### src/rtl/input_handshake.sv
// Input-port front end: synchronises switches and push-button, debounces the button.
// Build option INPUT_HS_SW_LATCH_EN: capture switches only when a press is accepted.
module input_handshake #(
    parameter int BUS_WIDTH       = 8,
    parameter int DEBOUNCE_CYCLES = 4,
    localparam int CNT_WIDTH      = $clog2(DEBOUNCE_CYCLES + 1)
) (
    input  logic                 clk,
    input  logic                 n_reset,
    input  logic [BUS_WIDTH-1:0] sw_raw,
    input  logic                 btn_raw,
    output logic [BUS_WIDTH-1:0] in_port,
    output logic                 ready_in,
    output logic                 busy
);

    // state      | meaning
    // IDLE       | button released and accepted as released
    // PRESS_DB   | btn_s high, waiting for a stable press window
    // HELD       | press accepted, ready_in high
    // RELEASE_DB | btn_s low, waiting for a stable release window
    typedef enum logic [1:0] {
        IDLE       = 2'd0,
        PRESS_DB   = 2'd1,
        HELD       = 2'd2,
        RELEASE_DB = 2'd3
    } state_t;

    localparam logic [CNT_WIDTH-1:0] CNT_LAST = CNT_WIDTH'(DEBOUNCE_CYCLES - 1);

    logic                 btn_s1;
    logic                 btn_s;
    logic [BUS_WIDTH-1:0] sw_s1;
    logic [BUS_WIDTH-1:0] sw_s;

    state_t               state;
    state_t               state_nxt;
    logic [CNT_WIDTH-1:0] cnt;
    logic [CNT_WIDTH-1:0] cnt_nxt;
    logic                 ready_nxt;
    logic                 busy_nxt;
    logic                 press_accept;

    always_ff @(posedge clk or negedge n_reset) begin
        if (!n_reset) begin
            btn_s1 <= 1'b0;
            btn_s  <= 1'b0;
            sw_s1  <= '0;
            sw_s   <= '0;
        end else begin
            btn_s1 <= btn_raw;
            btn_s  <= btn_s1;
            sw_s1  <= sw_raw;
            sw_s   <= sw_s1;
        end
    end

    always_ff @(posedge clk or negedge n_reset) begin
        if (!n_reset) begin
            state    <= IDLE;
            cnt      <= '0;
            ready_in <= 1'b0;
            busy     <= 1'b0;
        end else begin
            state    <= state_nxt;
            cnt      <= cnt_nxt;
            ready_in <= ready_nxt;
            busy     <= busy_nxt;
        end
    end

    always_comb begin
        state_nxt    = state;
        cnt_nxt      = cnt;
        ready_nxt    = ready_in;
        press_accept = 1'b0;
        case (state)
            IDLE: begin
                if (btn_s) begin
                    state_nxt = PRESS_DB;
                    cnt_nxt   = '0;
                end
            end
            PRESS_DB: begin
                if (!btn_s) begin
                    state_nxt = IDLE;
                    cnt_nxt   = '0;
                end else if (cnt == CNT_LAST) begin
                    state_nxt    = HELD;
                    ready_nxt    = 1'b1;
                    press_accept = 1'b1;
                end else begin
                    cnt_nxt = cnt + 1'b1;
                end
            end
            HELD: begin
                if (!btn_s) begin
                    state_nxt = RELEASE_DB;
                    cnt_nxt   = '0;
                end
            end
            RELEASE_DB: begin
                if (btn_s) begin
                    state_nxt = HELD;
                    cnt_nxt   = '0;
                end else if (cnt == CNT_LAST) begin
                    state_nxt = IDLE;
                    ready_nxt = 1'b0;
                end else begin
                    cnt_nxt = cnt + 1'b1;
                end
            end
            default: begin
                state_nxt = IDLE;
                cnt_nxt   = '0;
                ready_nxt = 1'b0;
            end
        endcase
        busy_nxt = (state_nxt == PRESS_DB) || (state_nxt == RELEASE_DB);
    end

`ifdef INPUT_HS_SW_LATCH_EN
    // Snapshot switches on the same edge that ready_in rises.
    always_ff @(posedge clk or negedge n_reset) begin
        if (!n_reset) begin
            in_port <= '0;
        end else if (press_accept) begin
            in_port <= sw_s;
        end
    end
`else
    // Transparent: second sync stage drives the port directly (still a flop output).
    assign in_port = sw_s;
`endif

endmodule

### config.mk
export PLATFORM = sky130hd
export DESIGN_NAME = input_handshake
export DESIGN_NICKNAME = d
export VERILOG_FILES = /design/src/rtl/input_handshake.sv
export SDC_FILE = /design/constraint.sdc
export NUM_CORES = 1
export LEC_CHECK = 0
export BUFFER_PORTS_ARGS = -buffer_cell sky130_fd_sc_hd__buf_2
export CORE_UTILIZATION = 51
export DETAILED_ROUTE_END_ITERATION = 10
export GPL_TIMING_DRIVEN = 1
export PLACE_DENSITY_LB_ADDON = 0.12
export SYNTH_ARGS = -nofsm -noshare
export SYNTH_HDL_FRONTEND = slang
export SYNTH_SLANG_ARGS = --single-unit
### constraint.sdc
create_clock -name clk -period 3 [get_ports clk]
set_input_delay 0.15 -clock clk [delete_from_list [all_inputs] [get_ports clk]]
set_output_delay 0.15 -clock clk [all_outputs]
set_load 0.01 [all_outputs]
Word-level counts from Yosys, hierarchy flattened

Cells that the tools add are included.

Memory bits (writable): 0
Memories: 0
Latch bits: 0
Flip-flop bits (word level): 25
Bits in read-only memories: 0

$mul: 0
Order comparisons: 0
Div/mod/pow operators: 0
Eq/ne operators: 12
Add/sub/neg operators: 1
Reductions and logical operators: 5
Shift-type cells: 0
Bitwise logic cells: 0
Multiplexer cells: 18

Operator list:

| kind                                                             | count |
|---|---|
| 3-bit 2-to-1 mux                                                 | 5 |
| 2-bit 2-to-1 mux                                                 | 6 |
| 2-bit != test (second input constant)                            | 6 |
| 3-bit one-hot mux with 4 select lines                            | 1 |
| 2-bit one-hot mux with 4 select lines                            | 1 |
| 2-bit == test (second input constant)                            | 3 |
| 5-bit AND reduction                                              | 1 |
| 2-bit by 1-bit == test with 1-bit output (second input constant) | 2 |
| 1-bit 2-to-1 mux                                                 | 4 |
| 3-bit by 1-bit adder with 3-bit output (second input constant)   | 1 |
| 3-bit by 2-bit == test with 1-bit output (second input constant) | 1 |
| 2-bit zero test                                                  | 1 |
| 1-bit one-hot mux with 2 select lines                            | 1 |
| 2-bit AND reduction                                              | 1 |
| 2-bit nonzero test                                               | 1 |
| 1-bit logical OR                                                 | 1 |

Depth between registers and ports, before layout

Depth after elaboration: 6
Mapped depth: 4
Mapped depth without buffers: 4

Worst setup path after synthesis

Ideal clock, no wire load.

Path kind: register to register
Start point: register cnt[0]
End point: register state[1]
Slack: 1837 ps
Setup time: 128 ps
Required time: 2872 ps
Clock period less this slack: 1163 ps
Stages on the path, launching flop included: 4
Data arrival time: 1036 ps
Path through: dfrtp_1 > ha_1 > nand3b_1 > mux2_1

Cells in the longest elaborated chain, start to end: 4
Elaborated cells on any way between the ends: 6
Classes of those cells: 1 x eq/ne; 5 x mux

RTL lines:

| what                                       | line    | source |
|---|---|---|
| start: declaration                         | 38      | `logic [CNT_WIDTH-1:0] cnt;` |
| start signal: assignment                   | 66      | `cnt <= cnt_nxt;` |
| 3-bit by 2-bit == test with 1-bit output * | 88, 106 |  |
| 2-bit 2-to-1 mux, on equally long branches | 106, 88 |  |
| 2-bit 2-to-1 mux, on equally long branches | 103, 85 |  |
| 2-bit one-hot mux with 4 select lines *    | 77      | `case (state)` |
| net state_nxt[1]                           | 37      | `state_t state_nxt;` |
| end signal: assignment                     | 65      | `state <= state_nxt;` |
| end: declaration                           | 36      | `state_t state;` |

Mark *: on every way through the listed nets, which the timed path passes. The rest lies on a longest branch.
A chain may end at the register's enable or synchronous reset.

Worst setup path in the final report

Same ends and word-level chain as after synthesis.

==> impl_results.md <==
- Outcome: complete, no violations
- H-tree depth: 1
- Drt total wl: between 1 and 1.5 mm
- # resized after CTS: 0
- I/O pin count: 21
- Ys async rst share: 1.00
- Core area: approximately 1300 um^2
- Sw Share: 0.262
- Leak Pwr: between 0.4 and 0.5 nW
- Critical path peak fanout: 4
- Setup_tns: 0 ns
- Yosys reg bits: 24
- Tcrit/Tclk final: 0.411
- CTS buffer count: 3
- Total track usage: 0.156
- Finished Layout Cells: 92
- Vias/cell: 4.71
- Levels on crit path: 3
- Footprint of the multi-input gates: around 150 um^2
- Final Setup Violations: 0
- MaxCap Viol Count: 0
- Num rows: 13
- Final Hold Vio Count: 0
- Sw power: between 0.15 and 0.2 mW
- Reg-to-Reg Start: cnt[0]$_DFFE_PN0P_
- Register area share after synthesis: 0.801
- Worst setup path category: reg2reg
- Sequential cell area: 601 um^2
- CP Data Required Time: approximately 3.2 ns
- Area growth from synthesis to layout: 32.2%
- Worst Skew: approximately 0.0027 ns
- Total grt overflow: 0
- Wirelength per Cell: 12.2 um
- Synth cell types: 16
- R2r worst-path depth: 3
- Chip Width: roughly 40 um
- Diode count: 0
- Max Clock Freq: around 810 MHz
- Syn Nets: 56
- Clock Power Share: 0.198
- Clk Latency, worst-skew pair: ~0.29 ns
- Worst r2r dst: state[1]$_DFF_PN0_
- Final core occ: 0.743
- Most area-hungry cell type in the Yosys netlist: dfrtp_1
- Initial Util: 0.562
- Setup ws final: 1.77 ns
- Ys Warns: 0
- Worst path cell trace: ha_1, nand3b_1, mux2_1
- CTS clock-pin slew for the worst setup and hold paths: between 0.1 and 0.15 ns
- Seq pwr share: 0.614
- Initial DRC Count: 4
- IO Port Bufs: 20
- CP Data Arrival Time: ~1.4 ns
- Finished Cell Area: between 900 and 1000 um^2
- Cell Area, Synth: around 750 um^2
- Clk root buf: clkbuf_4
- Fin crit period: 1.23 ns
- Final hold slack: ~0.35 ns
- TritonCTS sink count: 24
- Slew HR: 0.650
- Placed Instances: 79
- RSZ-0062 raised after global routing: no
- # DRC: 0
- Cell Area, Placed: between 800 and 900 um^2
- First-pass GRT wire length: roughly 1.5 mm
- Delay-heaviest family, CP: flip-flops
- Antenna Nets Post-Route: 0
- Syn_area_per_cell: approximately 17 um^2
- Top_reg_cell synth: dfrtp_1
- Final GP Congestion: between 0.7 and 0.8
- Pwr Total: around 0.64 mW
- CP max-delay cell: dfrtp_1
- 1st-pass router iterations: 4
- Initial antenna violation count: 0
- Layout cells sized above 1: 0.312
- Peak supply drop: slightly below 0.5 mV
- # fillers: 96
- EDFF count, synth: 0
- Reg2reg setup slack: roughly 1.8 ns
- Setup crit start kind: flop
- Largest stage delay, worst path: roughly 0.42 ns
- Internal power: approximately 0.47 mW
- CTS tree: done
- Least-Margin Pin Slew: 0.525 ns
- Post-DP HPWL: between 700 and 800 um
- Final nets: a little over 90
- Slew Limit Fails: 0
- Vias in the first global route: 362
- Die Footprint: approximately 1600 um^2
- Pre-CTS worst setup slack: 1.78 ns
- Top cells by area, synth: dfrtp_1, nand2b_1, xor2_2
- Worst min-delay path class: in2async
- Top-count cell post-synth: dfrtp_1
- Gate power share: 0.188
- Share of the synthesized area in the top cell type: 0.801
- Pin count of the biggest net entering global routing: 25
- Clock Tree Buf Depth: 2
- CP Buf/Inv Count: 0
- Die Span Y: around 40 um
- Top cells by count, synth: dfrtp_1, nand2b_1, a21oi_1, nand3b_1, o22ai_1
- Power density cells: about 640 nW/um^2
- Routed vias: about 430
- CP Capture Type: flop
- Gate Count Post-Synth: 44
-- power by group through the flow --
stage / registers (mW) / logic [mW] / clock network [mW]
after floorplan: 0.400 / 0.0655 / 0
after global placement: 0.396 / 0.109 / 0
after detailed placement: 0.398 / 0.110 / 0
after CTS: 0.391 / 0.121 / 0.135
after global routing: 0.398 / 0.132 / 0.145
final: 0.391 / 0.120 / 0.126
-- routing by layer --
metal,vias up,wire length [um],global-route usage
met5,-,0,0
met2,18,535,0.234
met1,201,526,0.205
met4,0,6,0.0750
met3,2,53,0.0500
li1,212,-,-
-- cell usage in the layout (no fill, tap or decap) --
cell type and n:
o21ai_0 1, xnor2_1 1, xor2_2 1, buf_2 20, mux2_1 1, and2_1 1
nand2_1 1, dlygate4sd3_1 10, inv_1 1, o22ai_1 2, clkbuf_4 3, or2_1 1
nand3b_1 2, mux2i_1 1, ha_1 1, a41oi_1 1, nand2b_1 3, dfrtp_1 24
a21oi_1 2
-- worst max-delay path by stage --
stage,start,endpoint,slack [ns]
6_report,cnt[0]$_DFFE_PN0P_,state[1]$_DFF_PN0_,1.77
3_5_place_dp,cnt[0]$_DFFE_PN0P_,state[1]$_DFF_PN0_,1.78
4_1_cts,cnt[0]$_DFFE_PN0P_,state[1]$_DFF_PN0_,1.76
2_1_floorplan,cnt[0]$_DFFE_PN0P_,state[1]$_DFF_PN0_,1.84
5_1_grt,cnt[0]$_DFFE_PN0P_,state[1]$_DFF_PN0_,1.71
3_3_place_gp,cnt[0]$_DFFE_PN0P_,state[1]$_DFF_PN0_,1.82
-- cells by family (layout without fill, tap and decap cells) --
family,count (synthesis),count (layout),synth area share
AOI/OAI and AO/OA,6,6,0.0484
adders and majority gates,1,1,0.0167
muxes,2,2,0.0284
DFF,24,24,0.801
xor gates and xnor gates,2,2,0.0334
and+or+nand+nor,8,8,0.0668
buffers and inverters,1,34,0.00500
-- flip-flops by register name, summed over array words and instances, names as in the netlist --
signal	flops
state	2
ready_in	1
sw_s1	8
in_port	8
btn_s	1
cnt	3
btn_s1	1
-- cell type report --
class,count,share of cell area
Clock buffer,3,0.0227
Inverter,1,0.00379
Multi-Input combinational cell,19,0.146
Sequential cell,24,0.606
Tap cell,15,0.0189
Timing Repair Buffer,30,0.202
-- repair_timing --
item                      4_1_cts  5_1_grt
hold endpoints to repair       33        0
buffers inserted                0        0
hold buffers                   10        0
(Power assumes the default switching activity.)
